[src/rtl/rot_pkg.sv]
`default_nettype none
//==============================================================================
// Module : rot_pkg
// Brief  : Shared word/amount widths and constant-rotate helper for rotators.
// Rev    : 1.0 - initial release
//==============================================================================
package rot_pkg;

    localparam int WORD_W = 32;
    localparam int ROT_W  = 5;

    typedef struct packed {
        logic [WORD_W-1:0] data;
        logic [ROT_W-1:0]  sel;
    } rot_req_t;

    // Upper half of {word,word} << n is the word rotated left by n.
    function automatic logic [WORD_W-1:0] rotl_const(
        input logic [WORD_W-1:0] word,
        input int unsigned       amount
    );
        logic [2*WORD_W-1:0] w_dbl;
        w_dbl = {word, word} << (amount % WORD_W);
        return w_dbl[2*WORD_W-1:WORD_W];
    endfunction

endpackage
`default_nettype wire

[src/rtl/rotl_stage.sv]
`default_nettype none
//==============================================================================
// Module : rotl_stage
// Brief  : One elastic log-shifter stage; applies the low amount bit it receives.
// Rev    : 1.0 - initial release
//==============================================================================
module rotl_stage
    import rot_pkg::*;
#(
    parameter int          WIDTH = WORD_W,
    parameter int unsigned SHIFT = 1,
    parameter int          SELW  = 0
) (
    input  logic                  clk,
    input  logic                  reset_n,
    input  logic                  i_valid,
    output logic                  o_ready,
    input  logic [WIDTH+SELW:0]   i_bus,
    output logic                  o_valid,
    input  logic                  i_ready,
    output logic [WIDTH+SELW-1:0] o_bus
);

    // Bus layout: {data, remaining amount bits, this stage's amount bit}.
    logic                  r_valid;
    logic [WIDTH+SELW-1:0] r_bus;
    logic [WIDTH-1:0]      w_word;
    logic [WIDTH-1:0]      w_rot;
    logic [WIDTH+SELW-1:0] w_next;
    logic                  w_ready;

    assign w_word = i_bus[WIDTH+SELW -: WIDTH];

    generate
        if (WIDTH == WORD_W) begin : g_pkg_rot
            assign w_rot = rotl_const(w_word, SHIFT);
        end else begin : g_cat_rot
            assign w_rot = {w_word[WIDTH-SHIFT-1:0], w_word[WIDTH-1:WIDTH-SHIFT]};
        end
    endgenerate

    always_comb begin
        w_next = i_bus[WIDTH+SELW:1];
        if (i_bus[0]) begin
            w_next[SELW +: WIDTH] = w_rot;
        end
    end

    assign w_ready = ~r_valid | i_ready;

    always_ff @(posedge clk or negedge reset_n) begin
        if (!reset_n) begin
            r_valid <= 1'b0;
            r_bus   <= '0;
        end else if (i_valid && w_ready) begin
            r_valid <= 1'b1;
            r_bus   <= w_next;
        end else if (i_ready) begin
            r_valid <= 1'b0;
        end
    end

    assign o_ready = w_ready;
    assign o_valid = r_valid;
    assign o_bus   = r_bus;

endmodule
`default_nettype wire

[src/rtl/rotl_pipe.sv]
`default_nettype none
//==============================================================================
// Module : rotl_pipe
// Brief  : Pipelined rotate-left, one elastic stage per amount bit, FIFO order.
// Rev    : 1.0 - initial release
//==============================================================================
module rotl_pipe
    import rot_pkg::*;
#(
    parameter int WIDTH = WORD_W,
    parameter int SHW   = ROT_W
) (
    input  logic             clk,
    input  logic             reset_n,
    input  logic             in_valid,
    output logic             in_ready,
    input  logic [WIDTH-1:0] in_data,
    input  logic [SHW-1:0]   in_sel,
    output logic             out_valid,
    input  logic             out_ready,
    output logic [WIDTH-1:0] out_data,
    output logic             busy,
    output logic [SHW:0]     occupancy
);

    localparam logic [SHW:0] c_occ_one = (SHW+1)'(1);

    logic [SHW-1:0] w_valid;
    logic [SHW:0]   w_ready;
    logic           w_in_acc;
    logic           w_out_acc;
    logic [SHW:0]   r_occ;

    assign w_ready[SHW] = out_ready;

    // Each stage hands its payload, one amount bit shorter, to the next.
    generate
        for (genvar k = 0; k < SHW; k++) begin : g_stage
            logic [WIDTH+SHW-k-1:0] w_in;
            logic [WIDTH+SHW-k-2:0] w_out;
            logic                   w_up_valid;

            if (k == 0) begin : g_head
                assign w_in       = {in_data, in_sel};
                assign w_up_valid = in_valid;
            end else begin : g_body
                assign w_in       = g_stage[k-1].w_out;
                assign w_up_valid = w_valid[k-1];
            end

            rotl_stage #(
                .WIDTH (WIDTH),
                .SHIFT (1 << k),
                .SELW  (SHW - k - 1)
            ) u_stage (
                .clk     (clk),
                .reset_n (reset_n),
                .i_valid (w_up_valid),
                .o_ready (w_ready[k]),
                .i_bus   (w_in),
                .o_valid (w_valid[k]),
                .i_ready (w_ready[k+1]),
                .o_bus   (w_out)
            );
        end
    endgenerate

    assign in_ready  = w_ready[0];
    assign out_valid = w_valid[SHW-1];
    assign out_data  = g_stage[SHW-1].w_out;

    assign w_in_acc  = in_valid & w_ready[0];
    assign w_out_acc = w_valid[SHW-1] & out_ready;

    always_ff @(posedge clk or negedge reset_n) begin
        if (!reset_n) begin
            r_occ <= '0;
        end else begin
            case ({w_in_acc, w_out_acc})
                2'b10:   r_occ <= r_occ + c_occ_one;
                2'b01:   r_occ <= r_occ - c_occ_one;
                default: r_occ <= r_occ;
            endcase
        end
    end

    assign occupancy = r_occ;
    assign busy      = (r_occ != '0);

endmodule
`default_nettype wire

[config.mk]
export PLATFORM = sky130hd
export DESIGN_NAME = rotl_pipe
export DESIGN_NICKNAME = d
export VERILOG_FILES = /design/src/rtl/rot_pkg.sv /design/src/rtl/rotl_stage.sv /design/src/rtl/rotl_pipe.sv
export SDC_FILE = /design/constraint.sdc
export NUM_CORES = 1
export LEC_CHECK = 0
export CAP_MARGIN = 25
export CORE_ASPECT_RATIO = 1.2
export CORE_MARGIN = 2
export CORE_UTILIZATION = 45
export DETAILED_ROUTE_END_ITERATION = 7
export PLACE_DENSITY = 0.66
export SYNTH_ARGS = -nofsm -noshare
export SYNTH_HDL_FRONTEND = slang
export SYNTH_SLANG_ARGS = --single-unit
[constraint.sdc]
create_clock -name clk -period 3.5 [get_ports clk]
set_input_delay 0.875 -clock clk [delete_from_list [all_inputs] [get_ports clk]]
set_output_delay 0.875 -clock clk [all_outputs]
set_load 0.01 [all_outputs]
==> results.md <==
- Status: finished clean
- Async set-reset flop share out of synthesis: 1.00
- Sequential fraction of the synthesis area: 0.545
- Finished Layout Cells: 1079
- Register bit total from synthesis: 181
- Total gr overflow: 0
- Synthesis-to-layout area growth: 19.5%
- # Max-Cap Violations: 0
- Fmax: 313 MHz
- Max clock buf depth: 2
- CP Capture Type: output pin
- Util after Layout: 0.547
- Total Routed Length: 15.4 mm
- Worst slew margin: 0.444
- Syn nets: 828
- Worst-path fanout max: 5
- CP Launch Type: flop
- Filler cell count: 1604
- Die area: 0.0196 mm^2
- PortBufs: 81
- Core area: 0.0182 mm^2
- Unrepaired setup endpoints after global routing: no
- Chip width: 128 um
- DR iter-0 viols: 342
- Max Slew Vio Count: 0
- Placed Area: 0.00930 mm^2
- Syn Std Cell Area: 0.00831 mm^2
- DRC violations left: 0
- Final worst path period need: 3.19 ns
- Cell area after layout: 0.00993 mm^2
- First-pass GRT wire length: 26.6 mm
- Area share of the largest cell type after synthesis: 0.545
- Num CTS Buffers: 17
- Worst path required time: 2.62 ns
- Crit path kind: flop to output pin
- Predominant post-synthesis flop cell: dfrtp_1
- Root buf cell: clkbuf_16
- NumNets Final: 886
- Main area contributors after synthesis: dfrtp_1 54%, mux2i_1 19%, o21ai_0 7.8%
- Worst VDD drop: 0.429 mV
- Synthesized area per cell: 10.6 um^2
- First-pass DRT Iterations: 6
- Total track usage: 0.169
- Power per cell area: 792 mW/mm^2
- Vias: 5576
- RD Place Congestion: 0.839
- Worst Max-Slew Pin Slew: 0.834 ns
- Starting Density: 0.457
- Vias/cell: 5.17
- Vias in the first global route: 5455
- Placed cells: 1047
- Detail Route Antenna Nets: 0
- Area leader, netlist: dfrtp_1
- Clock transition at the registers of the reported paths: 0.07 ns
- Post-DP HPWL: 11.3 mm
- Fin crit share: 0.912
- Overall die height: 153 um
- CTS tree: done
- Crit path DAT: 2.32 ns
- Clock skew: 0.0113 ns
- Yosys Warn Count: 0
- Leakage: 4.56 nW
- Worst-Skew Late Latency: 0.43 ns
- Layout cells sized above 1: 0.0795
- CTS sink count: 181
- Num rows: 54
- Total power: 7.87 mW
- EDFF count, synth: 0
- Resize count post-CTS: 0
- ANT cells: 0
- CTS H-tree lvls: 4
- Number of post-CTS setup repair buffers: 0
- Hold Crit Class: input pin to asynchronous set/reset pin
- # hold bufs at CTS: 0
- Yosys cell types: 35
- WL per Instance: 14.2 um
- Largest net degree at the start of global routing: 77
- Setup-failing EPs final: 0
- Fin. Hold Viols: 0
- Setup TNS: 0 ns
- Top Ports: 82
- Cells after synthesis: 784
- Initial antenna violation count: 0
## registers in the layout, indices dropped and copies added, names as in the netlist
register,count
g_stage.u_stage.o_bus,170
g_stage.u_stage.o_valid,5
occupancy,6
## Yosys cell counts, types with 3 or more instances
cell type and instances:
a21o_1 3, a21oi_1 35, buf_2 31, buf_4 6, clkbuf_1 17, dfrtp_1 181, ha_1 3, inv_1 3
mux2_2 11, mux2i_1 160, nand2_1 132, nand2b_1 3, nor2_1 35, nor2b_1 3, o21ai_0 130, o21ai_1 3
xor2_1 7
## placed cells by master, fill, tap and decap left out, types with 3 or more instances in the layout
| master | n |
|---|---|
| dfrtp_1 | 181 |
| mux2i_1 | 160 |
| nand2_1 | 132 |
| o21ai_0 | 128 |
| clkdlybuf4s50_1 | 79 |
| a21oi_1 | 35 |
| nor2_1 | 34 |
| clkbuf_16 | 17 |
| buf_4 | 13 |
| mux2_2 | 11 |
| xor2_1 | 7 |
| clkinv_2 | 4 |
| clkinvlp_4 | 4 |
| bufinv_16 | 4 |
| inv_1 | 3 |
| nand2b_1 | 3 |
| o21ai_4 | 3 |
| nor2b_1 | 3 |
| a21o_1 | 3 |
| ha_1 | 3 |
## critical path: stages, from the launching register on
cell	delay [ns]
dfrtp_1	0.44
or4_4	0.55
or3_2	0.41
clkdlybuf4s50_1	0.48
## final timing paths
kind                                            startpoint                            to  slack [ns]  cells after the start
min in group clk                              occupancy[5]                  occupancy[5]        0.49                      1
worst max-delay path                          occupancy[4]                          busy        0.31                      3
max in group asynchronous                          reset_n  g_stage[4].u_stage.o_bus[17]        2.20                      2
worst max register to register  g_stage[2].u_stage.o_valid                  occupancy[4]        1.14                      9
worst min-delay path                               reset_n                  occupancy[0]        0.46                      1
worst min register to register                occupancy[5]                  occupancy[5]        0.49                      1
## cells by family (layout without fill, tap and decap cells)
logic type               count (synthesis)  after routing  synth area share
AND/OR/NAND/NOR                        184            184            0.0890
flip-flops                             181            181             0.545
AO/OA/AOI/OAI                          177            177             0.111
multiplexers                           171            171             0.208
buffers and inverters                   60            131            0.0346
XOR/XNOR                                 8              8           0.00843
adder cells (fa/ha/maj)                  3              3           0.00452
## layout make-up
class / instances / area, um^2 / share of cell area
Tap cell: 224 / 280 / 0.0282
Clock inverter: 13 / 179 / 0.0180
Multi-Input combinational cell: 543 / 3540 / 0.356
Timing Repair Buffer: 96 / 945 / 0.0951
Sequential cell: 181 / 4530 / 0.456
Clock buffer: 19 / 453 / 0.0456
Inverter: 3 / 11.3 / 0.00113
## metrics by stage
step	worst slack [ns]	hold WS, ns
finish	0.309	0.455
CTS	0.284	0.473
global placement	0.332	0.475
global route	0.250	0.508
detailed placement	0.267	0.484
floorplan	0.599	0.459
## power by group
group | leakage [nW] | switching [mW] | internal (mW)
sequential | 2.23 | 0.586 | 2.83
clock | 0.301 | 0.788 | 1.23
combinational | 2.03 | 1.18 | 1.25
total | 4.56 | 2.56 | 5.31
## routing by layer
layer  global-route usage  part of all wire
met5                    0                 0
met4               0.0733             0.024
met3               0.0357             0.030
met2                0.263              0.47
met1                0.228              0.48
No activity file was read; power rests on OpenSTA's default activity.
